<file path="config.mk">
export PLATFORM = sky130hd
export DESIGN_NAME = quad_encoder_speed_sampler
export DESIGN_NICKNAME = d
export VERILOG_FILES = /design/src/rtl/quad_encoder_speed_sampler.sv
export SDC_FILE = /design/constraint.sdc
export NUM_CORES = 1
export LEC_CHECK = 0
export CORE_ASPECT_RATIO = 1.75
export CORE_MARGIN = 2
export CORE_UTILIZATION = 60
export CTS_CLUSTER_SIZE = 12
export DETAILED_ROUTE_END_ITERATION = 8
export DONT_BUFFER_PORTS = 1
export PLACE_DENSITY_LB_ADDON = 0.15
export SLEW_MARGIN = 20
export SYNTH_ARGS = -nofsm -noshare
export SYNTH_HDL_FRONTEND = slang
export SYNTH_SLANG_ARGS = --single-unit
</file>
<file path="constraint.sdc">
create_clock -name clk -period 4.81 [get_ports clk]
set_input_delay 0.962 -clock clk [delete_from_list [all_inputs] [get_ports clk]]
set_output_delay 0.962 -clock clk [all_outputs]
set_load 0.03 [all_outputs]
</file>
<file path="src/rtl/quad_encoder_speed_sampler.sv">
// Four-channel x4 quadrature decoder with per-window edge accumulation and a
// channel-serial valid/ready speed stream, snapshotted once per sample window.

module quad_lane #(
  parameter int   ACC_WIDTH  = 20,
  parameter int   DATA_WIDTH = 16,
  parameter logic INV        = 1'b0
) (
  input  logic                  clk,
  input  logic                  rstn,
  input  logic                  a,
  input  logic                  b,
  input  logic                  clr,
  output logic [DATA_WIDTH-1:0] win,
  output logic                  ill
);
  localparam logic signed [ACC_WIDTH:0]   SMAX = {2'b00, {(ACC_WIDTH-1){1'b1}}};
  localparam logic signed [ACC_WIDTH:0]   SMIN = {2'b11, {(ACC_WIDTH-2){1'b0}}, 1'b1};
  localparam logic signed [ACC_WIDTH-1:0] DMAX = {{(ACC_WIDTH-DATA_WIDTH+1){1'b0}}, {(DATA_WIDTH-1){1'b1}}};
  localparam logic signed [ACC_WIDTH-1:0] DMIN = {{(ACC_WIDTH-DATA_WIDTH+1){1'b1}}, {(DATA_WIDTH-1){1'b0}}};

  // [0],[1] form the synchroniser, [2] holds the previous synchronised state
  logic [2:0] a_sync, b_sync;
  logic [1:0] pos_cur, pos_prev, diff;
  logic signed [1:0] step;
  logic signed [ACC_WIDTH:0]   sum;
  logic signed [ACC_WIDTH-1:0] acc, acc_sat;

  always_ff @(posedge clk or negedge rstn)
    if (!rstn) begin
      a_sync <= '0;
      b_sync <= '0;
      acc    <= '0;
    end else begin
      a_sync <= {a_sync[1:0], a};
      b_sync <= {b_sync[1:0], b};
      acc    <= clr ? '0 : acc_sat;
    end

  // Gray code mapped to a position on the 4-state ring; the ring distance gives direction
  assign pos_cur  = {a_sync[1], a_sync[1] ^ b_sync[1]};
  assign pos_prev = {a_sync[2], a_sync[2] ^ b_sync[2]};
  assign diff     = pos_cur - pos_prev;
  assign ill      = (diff == 2'd2);

  always_comb begin
    step = 2'sb00;
    if (diff == 2'd1) step = INV ? 2'sb11 : 2'sb01;
    if (diff == 2'd3) step = INV ? 2'sb01 : 2'sb11;
  end

  assign sum = {acc[ACC_WIDTH-1], acc} + {{(ACC_WIDTH-1){step[1]}}, step};

  always_comb begin
    acc_sat = sum[ACC_WIDTH-1:0];
    if (sum > SMAX) acc_sat = SMAX[ACC_WIDTH-1:0];
    if (sum < SMIN) acc_sat = SMIN[ACC_WIDTH-1:0];
  end

  always_comb begin
    win = acc_sat[DATA_WIDTH-1:0];
    if (acc_sat > DMAX) win = DMAX[DATA_WIDTH-1:0];
    if (acc_sat < DMIN) win = DMIN[DATA_WIDTH-1:0];
  end
endmodule

module quad_encoder_speed_sampler #(
  parameter int         DATA_WIDTH  = 16,
  parameter int         ACC_WIDTH   = 20,
  parameter int         CLK_FREQ    = 27_000_000,
  parameter int         SAMPLE_FREQ = 100,
  parameter logic [3:0] DIR_INV     = 4'b0000
) (
  input  logic                  clk,
  input  logic                  rstn,
  input  logic [3:0]            enc_a,
  input  logic [3:0]            enc_b,
  input  logic                  y_ready,
  input  logic                  err_clr,
  output logic                  y_valid,
  output logic [2:0]            y_chn,
  output logic [DATA_WIDTH-1:0] y_data,
  output logic                  tick,
  output logic [3:0]            enc_err,
  output logic                  overrun
);
  localparam int NUM_LANES  = 4;
  localparam int CHN_WIDTH  = 3;
  localparam int WINDOW     = CLK_FREQ / SAMPLE_FREQ;
  localparam int CNT_W      = (WINDOW > 1) ? $clog2(WINDOW) : 1;

  typedef enum logic {IDLE, SEND} state_t;

  state_t state, state_nxt;
  logic [1:0] chn, chn_nxt;
  logic       load;
  logic [CNT_W-1:0] cnt;
  logic [NUM_LANES-1:0][DATA_WIDTH-1:0] win, snap;
  logic [NUM_LANES-1:0] ill;

  for (genvar i = 0; i < NUM_LANES; i++) begin : g_lane
    quad_lane #(.ACC_WIDTH(ACC_WIDTH), .DATA_WIDTH(DATA_WIDTH), .INV(DIR_INV[i])) u_lane (
      .clk (clk),
      .rstn(rstn),
      .a   (enc_a[i]),
      .b   (enc_b[i]),
      .clr (tick),
      .win (win[i]),
      .ill (ill[i])
    );
  end

  assign tick = (cnt == CNT_W'(WINDOW-1));

  always_comb begin
    state_nxt = state;
    chn_nxt   = chn;
    load      = 1'b0;
    case (state)
      IDLE: if (tick) begin
        load      = 1'b1;
        state_nxt = SEND;
        chn_nxt   = 2'd0;
      end
      SEND: if (y_ready) begin
        chn_nxt = chn + 2'd1;
        if (chn == 2'd3) state_nxt = IDLE;
      end
      default: state_nxt = IDLE;
    endcase
  end

  always_ff @(posedge clk or negedge rstn)
    if (!rstn) begin
      state   <= IDLE;
      chn     <= '0;
      snap    <= '0;
      cnt     <= '0;
      enc_err <= '0;
      overrun <= 1'b0;
    end else begin
      state   <= state_nxt;
      chn     <= chn_nxt;
      cnt     <= tick ? '0 : cnt + CNT_W'(1);
      if (load) snap <= win;
      // a new error event outranks a simultaneous clear
      enc_err <= (enc_err & ~{NUM_LANES{err_clr}}) | ill;
      overrun <= (overrun & ~err_clr) | (tick & (state == SEND));
    end

  assign y_valid = (state == SEND);
  assign y_chn   = CHN_WIDTH'(chn);
  assign y_data  = snap[chn];
endmodule
</file>
==> results of run 1 <==
[state kept, by name, summed over array words and instances, names as in the netlist]
signal,flops
g_lane.u_lane.b_sync,12
cnt,19
snap,64
enc_err,4
g_lane.u_lane.acc,80
y_valid,1
g_lane.u_lane.a_sync,12
overrun,1
chn,2
[metal layers]
layer  part of all wire  GRT usage  routed length [um]
met1               0.37     0.3712               12710
met2               0.51     0.5837               17490
met3              0.048    0.05528                1623
met4              0.065     0.1928                2195
met5                  0          0                   0
[worst max-delay path by stage]
stage,cells past startpoint,end,startpoint
6_report,15,snap[22],g_lane[1].u_lane.a_sync[2]
3_3_place_gp,13,snap[60],g_lane[3].u_lane.a_sync[2]
3_5_place_dp,13,snap[61],g_lane[3].u_lane.a_sync[2]
4_1_cts,13,snap[61],g_lane[3].u_lane.a_sync[2]
2_1_floorplan,18,g_lane[1].u_lane.acc[10],g_lane[1].u_lane.a_sync[2]
5_1_grt,15,g_lane[3].u_lane.acc[9],g_lane[3].u_lane.a_sync[2]
[power by group through the flow]
stage	sequential (mW)	combinational, mW	clock, mW
3_5_place_dp	2.82	3.40	0
4_1_cts	2.80	3.44	1.50
6_report	2.84	3.51	1.48
5_1_grt	2.90	3.92	1.57
3_3_place_gp	2.82	3.35	0
2_1_floorplan	2.35	3.02	0
[worst max-delay path, stage by stage, from the launching register on]
cell and delay, ns:
dfrtp_1 0.43, xor2_1 0.16, ha_1 0.39, clkinv_1 0.16, ha_1 0.23, ha_1 0.30
or4_1 0.53, nor3_1 0.30, a32oi_1 0.17, xnor2_1 0.20, or4b_1 0.53, nor4_2 0.32
a211oi_1 0.17, o21ai_2 0.15, buf_4 0.22, a22oi_1 0.12
[area by class of cell]
| class | count | area [um^2] |
|---|---|---|
| tap | 245 | 306.5 |
| multi-input combinational | 1037 | 6700 |
| fill | 1676 | 6963 |
| clock inverter | 13 | 161.4 |
| inverter | 44 | 167.7 |
| clock buffer | 19 | 442.9 |
| timing repair buffer | 27 | 202.7 |
| sequential | 195 | 4880 |
[cells by family (layout without fill, tap and decap cells)]
family	Yosys count	after routing	synth area share
buffers and inverters	142	103	0.04860
other	1	1	0.0003086
AOI/OAI and AO/OA	288	288	0.1542
adders and majority gates	19	19	0.01936
and+or+nand+nor	589	589	0.2467
xor gates and xnor gates	108	108	0.08618
muxes	32	32	0.04304
DFF	195	195	0.4016
[synth_stat cells, types with 13 or more instances]
cell,count
nor2_1,172
xor2_1,46
nand3_1,37
or3_1,21
or4_1,25
xnor2_1,55
and3_1,19
a22oi_1,16
and4_1,18
a211oi_1,13
inv_1,39
and2_1,13
a21oi_1,61
o21ai_0,76
dfrtp_1,195
mux2i_1,14
clkbuf_1,74
o21ai_1,17
nand2_1,122
nor3_1,45
buf_2,14
mux4_2,16
ha_1,18
nand4_1,32
nor4_1,33
[metrics by stage]
step	cell area (um^2)	std cells	setup WS [ns]	power (mW)
floorplan	12150	1374	0.4088	5.372
global placement	12240	1548	0.4119	6.170
detailed placement	12240	1548	0.3086	6.228
CTS	12840	1580	0.2835	7.743
global route	12860	1580	0.0007381	8.385
finish	12860	1580	0.2906	7.827
==> metrics.txt, run 1 <==
Critical Path Sink Type flop; final WL 34020 um; r2r setup slk roughly 0.29 ns; Seq/Total Area, Yosys 0.4016; commonest non-fill, non-tap cell in the layout dfrtp_1; Post-DRT Antenna Nets 0; Port Buffers 0; worst-path maximum fanout 15; DR iter-0 viols between 900 and 1k; Primary FF master, synth dfrtp_1; ys async rst share 1.000; clock latency on the worst-skew pair ~0.45 ns; cell taking the most area after synthesis dfrtp_1; synth top area cells dfrtp_1 (40%), nor2_1 (5.3%), xnor2_1 (4.0%), nand2_1 (3.8%), xor2_1 (3.3%); Fin Setup TNS 0 ns; outcome finished, final reports clean; reg2reg end snap[22]; CTS Sinks just under 200; Period Utilization, post-route 0.9396; Final setup viols 0; area grow syn2layout 5.838%; Ant. Diodes 0; Final min period 4.519 ns; power density over cell area between 600 and 700 nW/um^2; Max-cap violations 0; Clock Skew 0.01514 ns; number of synthesized flops with an enable pin 0; peak supply drop approximately 0.00032 V; Core ar. a little under 20000 um^2; Least-Margin Pin Slew approximately 1.1 ns; cts repair resizes 0; DR vias approximately 11k; power share of the clock group 0.190; share of power burned in registers 0.362; starting density of the core 0.6130; Mean Syn Cell Area a little under 9 um^2; slew margin rel. 0.2950; hold-fix buffers at CTS 0; io pins 38; leakage about 5.3 nW; CTS buffer count 17; Worst Reg-to-Reg Cells 15; die area roughly 21000 um^2; Hold Fails Final Rpt 0; first-pass iteration count of the detailed router 6; CP arrival 4.83 ns; synth warn 0; Synthesized Nets about 1.4k; GR Overflow Total 0; Mapped Cells 1374; post-synthesis cell type count ~90; Cell Int Power between 4 and 5 mW; routability congestion estimate 0.9867; CTS tree built; Hold WC Path Type input port to asynchronous set/reset pin; fraction of layout cells with a size suffix above 1 0.08390; clk root buf clkbuf_16; htree depth 4; via-per-instance ratio 6.711; All-Layer GR Usage 0.3284; switching share of power 0.4693; Setup crit start kind flop; initial antenna violation count 0; Post-Syn Area approximately 12000 um^2; Die H 192.3 um; share of the synthesized area in the top cell type 0.4016; post-CTS setup buffer count 0; first-pass GRT wire length about 56000 um; DP HPWL approximately 24000 um; DRC 0; commonest cells after routing, fill and taps aside dfrtp_1 (195), nor2_1 (172), nand2_1 (122), o21ai_0 (76), a21oi_1 (60); Post-Route Utilization 0.6488; RSZ-0062 raised after global routing no; Worst R2R Start g_lane[1].u_lane.a_sync[2]; largest net degree at the start of global routing ~200; f_max about 0.22 GHz; critical path data required time between 5 and 6 ns; Site Rows a little under 70; hold_ws between 0.2 and 0.25 ns; combinational power share 0.448; deepest clock path buffer count 2; Psw about 3.7 mW; crit path kind flop to flop; CTS clock-pin slew for the worst setup and hold paths roughly 0.08 ns; FF+latch count, synth around 200; Die Width 111.6 um; vias in the first global route 10.56k; max-slew violations 0; layout net count around 1.4k; WL per Instance about 22 um
Note: power is estimated with default switching activity, not from simulation.
==> run 2, diff against run 1 <==
==> constraint.sdc (replaced) <==
create_clock -name clk -period 4.81 [get_ports clk]
set_input_delay 0.7215 -clock clk [delete_from_list [all_inputs] [get_ports clk]]
set_output_delay 0.7215 -clock clk [all_outputs]
set_load 0.03 [all_outputs]
==> run 2 against run 1 <==
Cell area is 0.11% lower. Die area stayed put. Global-route usage is 0.48 points lower. Sequential cell count stayed put. Via count is 1.9% lower. Utilization is 0.069 points lower. Critical path type unchanged. Critical path depth stayed put. Sequential share of layout area hardly changed. Register-to-register slack better by 0.02 ns. Highest routed layer unchanged. Largest cell class unchanged. Routed wire length is 1.0% lower.
==> metrics.txt, run 2 (synthesis results as in run 1) <==
register area 4880 um^2 (unchanged); f_max 0.2222 GHz (+0.43%); CP cell instances xor2_1 > ha_1 > inv_1 > ha_1 > ha_1 > or3_1 > nor3_1 > a21oi_1 > xnor2_1 > or4_1 > nor4_1 > a41oi_1 > o21ai_2 > buf_4 > nor2_1; first-pass GRT wire length 55030 um (-1.1%); Site Rows 68 (unchanged); via-per-instance ratio 6.583 (-1.9%); fraction of layout cells with a size suffix above 1 0.08315 (-0.0007491); crit path kind flop to flop; initial antenna violation count 0 (unchanged); CP arrival 4.83 ns (about the same); CP dominant cell by count ha_1; CTS tree built; max-slew violations 0 (unchanged); Final min period 4.500 ns (-0.01949 ns); Largest regs g_lane.u_lane.acc: 80 flops, snap: 64 flops, cnt: 19 flops; power density over cell area 601.3 nW/um^2 (-1.2%); fillers 1690 (+0.84%); r2r setup slk 0.31 ns (+0.02 ns); deepest clock path buffer count 2 (unchanged); area grow syn2layout 5.725%; All-Layer GR Usage 0.3236 (-0.004847); Worst R2R Start g_lane[0].u_lane.a_sync[2]; critical path data required time 5.14 ns (+0.02 ns); Clock Skew 0.01293 ns (-0.002214 ns); Multi-input gate area 6690 um^2 (-0.15%); DRC 0 (unchanged); Hold Fails Final Rpt 0 (unchanged); Port Buffers 0 (unchanged); layout net count 1353 (+0.074%); htree depth 4 (unchanged); Post-Route Utilization 0.6481 (-0.0006940); vias in the first global route 10.33k (-2.1%); Hold WC Path Type input port to asynchronous set/reset pin; CTS Sinks 195 (unchanged); io pins 38 (unchanged); CTS clock-pin slew for the worst setup and hold paths 0.07 ns (about the same); Post-DRT Antenna Nets 0 (unchanged); outcome finished, final reports clean; Max-cap violations 0 (unchanged); DR iter-0 viols 1108 (+17%); Top reg by flops g_lane.u_lane.acc; post-CTS setup buffer count 0 (unchanged); largest net degree at the start of global routing 196 (unchanged); reg2reg end g_lane[0].u_lane.acc[17]; Core ar. 19820 um^2 (unchanged); clk root buf clkbuf_16; DR vias 10.40k (-1.9%); highest-delay cell along the critical path or4_1; CP max stage delay 0.52 ns (about the same); Critical Path Sink Type flop; final WL 33670 um (-1.0%); max FFs per register 80 (unchanged); first-pass iteration count of the detailed router 5 (-1); commonest cells after routing, fill and taps aside dfrtp_1 (195), nor2_1 (172), nand2_1 (122), o21ai_0 (76), a21oi_1 (60); Die H 192.3 um (unchanged); Least-Margin Pin Slew 1.014 ns (-0.04368 ns); Worst Reg-to-Reg Cells 15 (unchanged); starting density of the core 0.6130 (unchanged); commonest non-fill, non-tap cell in the layout dfrtp_1; slew margin rel. 0.3241 (+0.02912); peak supply drop 0.0003081 V (-2.3%); GR Overflow Total 0 (unchanged); Setup crit start kind flop; clock latency on the worst-skew pair 0.45 ns (about the same); routability congestion estimate 0.9864 (about the same); Period Utilization, post-route 0.9355 (-0.004053); worst setup path end g_lane[0].u_lane.acc[17]; worst-path maximum fanout 17 (+2); Fin Setup TNS 0 ns (unchanged); die area 21450 um^2 (unchanged); Die Width 111.6 um (unchanged); Final setup viols 0 (unchanged); RSZ-0062 raised after global routing no; DP HPWL 24300 um (-0.45%); Ant. Diodes 0 (unchanged); CP startpoint g_lane[0].u_lane.a_sync[2]; CTS buffer count 17 (unchanged); WL per Instance 21.31 um (-1.0%); leakage 5.300 nW (about the same)
-- run 2: worst max-delay path, delay by kind of cell (launching register included) --
kind | cells | cell delay, ns
fa+ha+maj | 3 | 1.02
xor+xnor | 2 | 0.35
compound gates | 3 | 0.52
buf+inv | 2 | 0.42
simple gates | 5 | 1.63
flops | 1 | 0.43
-- run 2: worst min path at each step --
stage / startpoint / slack, ns / endpoint / cells after the start
4_1_cts: rstn / -0.05 / g_lane[0].u_lane.b_sync[2] / 0
6_report: rstn / 0.12 / g_lane[1].u_lane.acc[0] / 1
3_3_place_gp: g_lane[3].u_lane.a_sync[0] / 0.33 / g_lane[3].u_lane.a_sync[1] / 0
5_1_grt: rstn / 0.12 / g_lane[1].u_lane.acc[1] / 1
3_5_place_dp: g_lane[2].u_lane.a_sync[0] / 0.34 / g_lane[2].u_lane.a_sync[1] / 0
2_1_floorplan: g_lane[0].u_lane.a_sync[0] / 0.33 / g_lane[0].u_lane.a_sync[1] / 0
-- run 2: where the power goes --
group | switching [mW] | leakage (nW) | internal [mW]
Sequential | 0.782 | 2.44 | 2.04
Combinational | 2.21 | 2.58 | 1.31
Clock | 0.663 | 0.275 | 0.719
-- run 2: timing repair --
item | 4_1_cts | 5_1_grt
endpoints found under the setup margin | 0 | 6
gates resized for setup | 0 | 2
hold endpoints to repair | 195 | 159
-- run 2: layout make-up --
class | count | share of cell area
multi-input combinational | 1037 | 0.5207
sequential | 195 | 0.3798
clock buffer | 17 | 0.03311
tap | 245 | 0.02386
timing repair buffer | 28 | 0.01948
inverter | 44 | 0.01305
clock inverter | 14 | 0.009934
-- run 2: stage by stage --
| step | instance area, um^2 | hold WS, ns | std cells | total power, mW | setup slack (ns) |
|---|---|---|---|---|---|
| after floorplan | 12150 | 0.3312 | 1374 | 5.372 | 0.4088 |
| after global placement | 12230 | 0.3318 | 1547 | 6.174 | 0.4065 |
| after detailed placement | 12230 | 0.3356 | 1547 | 6.229 | 0.3531 |
| after CTS | 12790 | -0.04706 | 1578 | 7.636 | 0.3305 |
| after global routing | 12850 | 0.1236 | 1580 | 8.287 | 0.02168 |
| final | 12850 | 0.1213 | 1580 | 7.726 | 0.3101 |
-- run 2: per-layer routing --
layer,track usage,vias up,routed length (um),share of wire
li1,-,4864,-,-
met1,0.3697,5034,12600,0.37
met2,0.5734,377,17380,0.52
met3,0.05936,126,1713,0.051
met4,0.1766,0,1978,0.059
met5,0,-,0,0
==> run 3, diff against run 2 <==
--- a/config.mk
+++ b/config.mk
@@ -11,6 +11,7 @@
 export CTS_CLUSTER_SIZE = 12
 export DETAILED_ROUTE_END_ITERATION = 8
 export DONT_BUFFER_PORTS = 1
+export MAX_ROUTING_LAYER = met4
 export PLACE_DENSITY_LB_ADDON = 0.15
 export SLEW_MARGIN = 20
 export SYNTH_ARGS = -nofsm -noshare
==> run 3 against run 2 <==
Sequential power hardly changed. Fmax is 0.99% lower. Clock skew is 0.0014 ns higher. Sequential cell count stayed put. Cell count is 0.25% higher. Cell area is 0.27% higher. Combinational power hardly changed. Power is 0.32% higher. Sequential share of layout area is 0.10 points lower. Worst setup slack worse by 0.045 ns. Via count is 2.2% higher. Critical path type unchanged.
==> metrics.txt, run 3 (synthesis results as in run 1) <==
outcome finished, final reports clean; DP HPWL 24760 um (+1.9%); Least-Margin Pin Slew 1.018 ns (+0.003747 ns); Post-Route Utilization 0.6498 (+0.001767); CP max stage delay 0.54 ns (+0.02 ns); Largest regs g_lane.u_lane.acc: 80 flops, snap: 64 flops, cnt: 19 flops; worst-path maximum fanout 17 (unchanged); CTS tree built; io pins 38 (unchanged); routability congestion estimate 0.9958 (+0.95%); All-Layer GR Usage 0.3333 (+0.009724); die area 21450 um^2 (unchanged); f_max 0.2200 GHz (-0.99%); Fin Setup TNS 0 ns (unchanged); deepest clock path buffer count 2 (unchanged); Site Rows 68 (unchanged); WL per Instance 21.53 um (+1.0%); commonest cells after routing, fill and taps aside dfrtp_1 (195), nor2_1 (172), nand2_1 (122), o21ai_0 (76), a21oi_1 (60); largest net degree at the start of global routing 196 (unchanged); initial antenna violation count 0 (unchanged); final WL 34100 um (+1.3%); Die Width 111.6 um (unchanged); Post-DRT Antenna Nets 0 (unchanged); critical path data required time 5.13 ns (about the same); Die H 192.3 um (unchanged); Port Buffers 0 (unchanged); power density over cell area 601.6 nW/um^2 (about the same); first-pass iteration count of the detailed router 8 (+3); DR vias 10.63k (+2.2%); CP dominant cell by count ha_1; Ant. Diodes 0 (unchanged); max FFs per register 80 (unchanged); CP arrival 4.86 ns (+0.03 ns); Setup WS post-layout 0.2652 ns (-0.04489 ns); peak supply drop 0.0003170 V (+2.9%); area grow syn2layout 6.014%; Post-Place Cells 1551 (+0.26%); RSZ-0062 raised after global routing no; Setup WS pre-CTS 0.3056 ns (-0.04747 ns); starting density of the core 0.6130 (unchanged); via-per-instance ratio 6.708 (+1.9%); CTS clock-pin slew for the worst setup and hold paths 0.07 ns (about the same); Setup crit start kind flop; leakage 5.320 nW (+0.37%); clk root buf clkbuf_16; post-route insts no fill 1584 (+0.25%); clock latency on the worst-skew pair 0.45 ns (about the same); crit path kind flop to flop; Period Utilization, post-route 0.9449 (+0.009332); CTS buffer count 17 (unchanged); Critical Path Sink Type flop; Tot Pwr 7.750 mW (+0.32%); GR Overflow Total 0 (unchanged); fraction of layout cells with a size suffix above 1 0.08514 (+0.001992); CTS Sinks 195 (unchanged); Core ar. 19820 um^2 (unchanged); CP cell instances xor2_1 > ha_1 > inv_1 > ha_1 > ha_1 > or3_1 > nor3_1 > a21oi_1 > xnor2_1 > or4_1 > nor4_1 > a41oi_1 > o21ai_2 > buf_4 > nor2_1; DRC 0 (unchanged); Cell Area, Placed 12260 um^2 (+0.25%); vias in the first global route 10.44k (+1.0%); Max-cap violations 0 (unchanged); DR iter-0 viols 1095 (-1.2%); Design Area, Final 12880 um^2 (+0.27%); commonest non-fill, non-tap cell in the layout dfrtp_1; htree depth 4 (unchanged); Final setup viols 0 (unchanged); first-pass GRT wire length 55050 um (about the same); Hold WC Path Type input port to asynchronous set/reset pin; slew margin rel. 0.3216 (-0.002498); highest-delay cell along the critical path or4_1; max-slew violations 0 (unchanged); layout net count 1357 (+0.30%); Final min period 4.545 ns (+0.04489 ns); Top reg by flops g_lane.u_lane.acc; hold_ws 0.1677 ns (+0.04632 ns); Clock Skew 0.01435 ns (+0.001425 ns); Hold Fails Final Rpt 0 (unchanged)
==> run 3: cell count changes in the layout (fill, tap and decap cells not counted) <==
| cell | before | now |
|---|---|---|
| buf_4 | 26 | 30 |
| bufinv_16 | 1 | 0 |
| clkbuf_1 | 0 | 1 |
| clkbuf_8 | 0 | 4 |
| clkinv_2 | 4 | 1 |
| clkinv_4 | 2 | 5 |
| inv_6 | 6 | 2 |
==> run 3: repair_timing <==
action                                  CTS  global route
resized for setup                         0             2
hold endpoints to repair                195           100
endpoints found under the setup margin    0            25
buffers inserted                          0             0
==> run 3: worst paths after layout <==
kind                       depth (start not counted)  slack [ns]                  startpoint                         end
setup / recovery                                  15        0.27  g_lane[0].u_lane.a_sync[2]     g_lane[0].u_lane.acc[1]
hold / removal                                     1        0.17                        rstn                  enc_err[0]
setup reg to reg                                  15        0.27  g_lane[0].u_lane.a_sync[2]     g_lane[0].u_lane.acc[1]
hold reg to reg                                    0        0.35  g_lane[0].u_lane.b_sync[0]  g_lane[0].u_lane.b_sync[1]
max in group asynchronous                          1        4.20                        rstn    g_lane[1].u_lane.acc[11]
min in group clk                                   0        0.30                    enc_a[2]  g_lane[2].u_lane.a_sync[0]
==> run 3: area by class of cell <==
class / count / area (um^2)
well taps: 245 / 306.5
clock inverters: 9 / 73.82
repair buffers: 32 / 280.3
flip-flops and latches: 195 / 4880
inverters: 44 / 167.7
multi-input cells: 1037 / 6690
fillers: 1742 / 6942
clock buffers: 22 / 484.2
==> run 3: power breakdown <==
part	leakage, nW	switching (mW)	internal, mW
combinational	2.61	2.23	1.32
sequential	2.44	0.791	2.04
clock	0.273	0.643	0.721
total	5.32	3.66	4.09
==> run 3: critical path, delay by kind of cell, from the launching register on <==
kind	cells	cell delay, ns
compound gates	3	0.49
xor+xnor	2	0.35
fa+ha+maj	3	1.01
buf+inv	2	0.41
flops	1	0.43
simple gates	5	1.72
==> run 3: layer usage <==
| layer | up-vias | global-route usage | wire, um |
|---|---|---|---|
| met5 | - | - | 0 |
| li1 | 4899 | - | - |
| met1 | 5143 | 0.3753 | 12990 |
| met3 | 141 | 0.04397 | 1559 |
| met4 | 0 | 0.1804 | 1923 |
| met2 | 443 | 0.5776 | 17620 |
